==> src/rtl/cond_logic_it.sv <==
// cond_logic_it: NZCV flag register, ARM condition evaluation and IT sequencing.
// Optional macro COND_PERF_CNT_EN adds exec_cnt/skip_cnt counters.
//
// Ports:
//   clk, reset            clock (rising edge), async active-high reset
//   instr_valid           instruction advances; qualifies every state update
//   Cond                  condition field, used outside an IT block
//   ALUFlags, FlagW       new flags and per-group write request
//   PCS, RegW, MemW       ungated write requests from the decoder
//   it_start              current instruction is IT
//   it_firstcond, it_mask IT operands
//   PCSrc, RegWrite,
//   MemWrite              gated write enables
//   CondEx                condition passed
//   Flags                 architectural flags, {N,Z,C,V} in [3:0]
//   it_active, it_err     IT block in progress / illegal-IT pulse
//   exec_cnt, skip_cnt    saturating counters (COND_PERF_CNT_EN only)
// FLAG_W must be >= 4 and divisible by NGRP.
module cond_logic_it #(
   parameter int FLAG_W = 4,
   parameter int NGRP   = 2
`ifdef COND_PERF_CNT_EN
   ,parameter int CNT_W = 16
`endif
) (
   input  logic              clk,
   input  logic              reset,
   input  logic              instr_valid,
   input  logic [3:0]        Cond,
   input  logic [FLAG_W-1:0] ALUFlags,
   input  logic [NGRP-1:0]   FlagW,
   input  logic              PCS,
   input  logic              RegW,
   input  logic              MemW,
   input  logic              it_start,
   input  logic [3:0]        it_firstcond,
   input  logic [3:0]        it_mask,
   output logic              PCSrc,
   output logic              RegWrite,
   output logic              MemWrite,
   output logic              CondEx,
   output logic [FLAG_W-1:0] Flags,
   output logic              it_active,
   output logic              it_err
`ifdef COND_PERF_CNT_EN
   ,output logic [CNT_W-1:0] exec_cnt,
   output logic [CNT_W-1:0]  skip_cnt
`endif
);

   localparam int GW = FLAG_W / NGRP;

   logic [7:0] itstate;
   logic [3:0] ec;
   logic       n, z, c, v;
   logic       pass;
   logic       it_bad;

   assign {n, z, c, v} = Flags[3:0];

   assign it_active = |itstate[3:0];
   assign ec        = it_active ? itstate[7:4] : Cond;

   always_comb begin
      pass = 1'b1;
      case (ec)
         4'b0000: pass = z;
         4'b0001: pass = ~z;
         4'b0010: pass = c;
         4'b0011: pass = ~c;
         4'b0100: pass = n;
         4'b0101: pass = ~n;
         4'b0110: pass = v;
         4'b0111: pass = ~v;
         4'b1000: pass = c & ~z;
         4'b1001: pass = ~c | z;
         4'b1010: pass = (n == v);
         4'b1011: pass = (n != v);
         4'b1100: pass = ~z & (n == v);
         4'b1101: pass = z | (n != v);
         default: pass = 1'b1;
      endcase
   end

   assign CondEx   = pass;
   assign PCSrc    = PCS  & CondEx & instr_valid;
   assign RegWrite = RegW & CondEx & instr_valid;
   assign MemWrite = MemW & CondEx & instr_valid;

   // Nested IT, empty mask or firstcond 1111 are rejected.
   assign it_bad = it_active
                 | (it_mask == 4'b0000)
                 | (it_firstcond == 4'b1111);

   always_ff @(posedge clk or posedge reset) begin
      if (reset) begin
         Flags   <= '0;
         itstate <= '0;
         it_err  <= 1'b0;
      end else begin
         it_err <= 1'b0;
         if (instr_valid) begin
            for (int g = 0; g < NGRP; g++) begin
               if (FlagW[g] && CondEx)
                  Flags[g*GW +: GW] <= ALUFlags[g*GW +: GW];
            end
            if (it_start) begin
               if (it_bad)
                  it_err <= 1'b1;
               else
                  itstate <= {it_firstcond, it_mask};
            end else if (it_active) begin
               // A taken branch or the last slot ends the block.
               if (PCSrc || (itstate[2:0] == 3'b000))
                  itstate <= '0;
               else
                  itstate[4:0] <= {itstate[3:0], 1'b0};
            end
         end
      end
   end

`ifdef COND_PERF_CNT_EN
   always_ff @(posedge clk or posedge reset) begin
      if (reset) begin
         exec_cnt <= '0;
         skip_cnt <= '0;
      end else if (instr_valid && !it_start) begin
         if (CondEx) begin
            if (exec_cnt != '1)
               exec_cnt <= exec_cnt + CNT_W'(1);
         end else begin
            if (skip_cnt != '1)
               skip_cnt <= skip_cnt + CNT_W'(1);
         end
      end
   end
`endif

endmodule

==> config.mk <==
export PLATFORM = sky130hd
export DESIGN_NAME = cond_logic_it
export DESIGN_NICKNAME = d
export VERILOG_FILES = /design/src/rtl/cond_logic_it.sv
export SDC_FILE = /design/constraint.sdc
export NUM_CORES = 1
export LEC_CHECK = 0
export CORE_MARGIN = 3
export CORE_UTILIZATION = 43
export DETAILED_ROUTE_END_ITERATION = 8
export GPL_TIMING_DRIVEN = 0
export PLACE_DENSITY_LB_ADDON = 0.2
export SYNTH_ARGS = -nofsm -noshare
export SYNTH_HDL_FRONTEND = slang
export SYNTH_SLANG_ARGS = --single-unit
==> constraint.sdc <==
create_clock -name clk -period 3.25 [get_ports clk]
set_clock_uncertainty 0.15 [all_clocks]
set_input_delay 0.65 -clock clk [delete_from_list [all_inputs] [get_ports clk]]
set_output_delay 0.65 -clock clk [all_outputs]
set_load 0.01 [all_outputs]
==> impl_metrics.ini <==
[synthesis]
yosys.area.top_type_share = 0.352
syn_avg_cell_area_sq_um = 9.25
synth_warnings = 0
yosys.cell_types.count = 38
synthArstFlopShare = 1.00
synth_mux_area_frac = 0.0812
syn_area_sq_um = 925
synth_compound_area_frac = 0.275
yosys-top-cells-count = dfrtp_1 (13), nand2_1 (7), nor2_1 (7)
ys_ff_latch = 13
yosysSeqAreaShare = 0.352
synthSimpleGateAreaFrac = 0.238
syn-num-nets = 125
synth_edf_count = 0
synth_top_area_cell = dfrtp_1
synth_xor_xnor_area_share = 0.00947
synth.most_common_cell = dfrtp_1
ys_dominant_reg_cell = dfrtp_1
synth_top_family_by_area = compound AO/OA/AOI/OAI gates
ys_top_cells_by_area = dfrtp_1 (35%), mux2_1 (4.9%), and3_1 (4.1%)
yosys.area_share.adder = 0
syn_inst = 100

[power_and_ir_drop]
cellLeakagePower_uw = 0.000617
ir_worst_vdd_uv = 723
powerDensity_nw_per_um2 = 1100

[cells_and_area]
final_cell_count_no_fill = 180
multiInputGateArea_sq_um = 593
register_area_sq_um = 327
layout-drive-gt1-share = 0.229
synthToLayoutAreaGrowth_pct = 59.8
final_util = 0.738
layout.nets = 179
fillers = 150
n_antenna_cell = 0

[timing]
fin_crit_ps = 3170
max_freq_mhz = 316
period_share = 0.975
slew_headroom = 0.660
hold_viol = 0
setup_viol = 0
drv_slew = 0
tightestPinTransition_ps = 510

[setup_path]
r2r_cells = 11
reg2reg_to = itstate[3]
path_buf_inv = 4
cp_common_cell = buf_6
cp-end-kind = primary output
crit_path_start_kind = primary input
timing.rr.start = itstate[1]
arrival_ps = 2370
path_cells = clkdlybuf4s50_1, inv_1, a211oi_2, a21bo_1, o2111ai_2, nand3_4, buf_6, and3_4, buf_6
crit_family = buffers and inverters
crit_path_max_fanout = 3
r2r_setup_slack_ps = 520
cp_data_required_time_ps = 2450
path_class = primary input to primary output
cpMaxStageDelayCell = clkdlybuf4s50_1
critPathMaxStageDelay_ps = 500

[clock_network]
htree_levels = 1
cts_tree = done
cts_buffers = 3
root_buffer = clkbuf_4
cts.path.max_buffers = 2
hold_buffers = 0
clkSinkCount = 13
clk_latency_ps = 280
path_clk_slew_ps = 80

[global_route]
antenna_found_initial = 0
grt_use_total = 0.213
grt_start_max_net_pins = 14
grt_pass1_wl_um = 4260
grt_pass1_vias = 919
grt_remaining_overflow = 0

[drt]
wl_um = 2860
drtAntennaViolNets = 0
first_pass_iters = 4
vias_per_cell = 5.77
first_iter_violations = 24
via_count = 1038
drc = 0
wl_per_cell_um = 15.9

[floorplanning]
rows = 16
dieArea_sq_um = 2740
start_util = 0.462
ioPinCount = 35
core_area_sq_um = 2000
die_w_um = 52.4
die_h_um = 52.4

[worst_hold_path]
holdCritStartpoint = Flags[1]
hp-class = register to register
hold_path_end = Flags[1]
worstHoldPathCells = 1

[placement]
dp_cells = 161
routabilityCongestion = 0.868
hpwl_um = 1910
io_buffers = 34

[run_status]
status = finished clean

[flow_run]
max-cap-violations = 0
==> power breakdown <==
group | total [uW] | leakage, uW | switching (uW) | internal [uW]
logic | 1200 | 0.000441 | 534 | 663
registers | 321 | 0.000161 | 86.2 | 235
clock network | 103 | 0.0000150 | 55.7 | 47.6
==> sequential cells by signal (all words and copies together) (netlist names) <==
| register | count |
|---|---|
| it_err | 1 |
| Flags | 4 |
| itstate | 8 |
==> logic make-up (layout without fill, tap and decap cells) <==
group | Yosys count | after routing
AND/OR/NAND/NOR | 38 | 38
buffers and inverters | 11 | 64
multiplexers | 7 | 7
flip-flops | 13 | 13
XOR/XNOR | 1 | 1
AO/OA/AOI/OAI | 30 | 30
==> layer usage <==
layer / vias to the layer above / global-route usage / share of wire
met5: - / 0 / 0
met4: 0 / 0.102 / 0.015
met3: 6 / 0.0285 / 0.050
li1: 489 / - / -
met2: 34 / 0.368 / 0.51
met1: 509 / 0.257 / 0.43
==> per-stage QoR <==
| step | power, uW | area [sq um] | hold slack (ps) | setup WS [ps] | TNS (ps) |
|---|---|---|---|---|---|
| 3_5_place_dp | 1100 | 1300 | 428 | -508 | -1870 |
| 5_1_grt | 1710 | 1480 | 472 | -4.19 | -4.19 |
| 6_report | 1620 | 1480 | 453 | 80.8 | 0 |
| 4_1_cts | 1410 | 1410 | 447 | -81.4 | -236 |
| 3_3_place_gp | 1080 | 1300 | 416 | -455 | -1650 |
| 2_1_floorplan | 810 | 925 | 374 | 538 | 0 |
==> worst max path at each step <==
stage | startpoint | to | slack (ps) | cells after the start
2_1_floorplan | itstate[0] | MemWrite | 540 | 7
3_3_place_gp | Cond[1] | PCSrc | -460 | 8
3_5_place_dp | Cond[1] | MemWrite | -510 | 8
4_1_cts | itstate[3] | MemWrite | -80 | 9
5_1_grt | Cond[1] | MemWrite | -4 | 9
6_report | Cond[3] | MemWrite | 80 | 9
==> cells in the final DEF, fill, tap and decap left out, types with 2 or more instances in the layout <==
master	n
o21ai_0	2
nand2b_1	4
or3_1	2
nor2_1	7
nand2_1	7
a311oi_1	2
o32a_1	2
nand3_1	6
buf_4	13
o2111ai_2	2
mux2i_1	2
and3_4	3
clkdlybuf4s50_1	28
and3_1	3
clkbuf_4	3
dfrtp_1	12
a221o_1	3
a21oi_1	3
dlygate4sd2_1	2
buf_6	5
a32o_1	3
clkbuf_1	4
mux2_1	4
o21ai_1	2
inv_1	6
==> cell type report <==
class / count / share of cell area
multi-input combinational: 76 / 0.401
timing repair buffer: 49 / 0.309
sequential: 13 / 0.221
tap: 27 / 0.0229
clock buffer: 4 / 0.0178
inverter: 7 / 0.0178
buffer: 4 / 0.0102
==> repair_timing <==
item                                    in CTS  in global routing
pin swaps                                    2                  4
buffers inserted                            11                  4
endpoints found under the setup margin       4                  4
resized for setup                           10                 21
No activity file was read; power rests on OpenSTA's default activity.
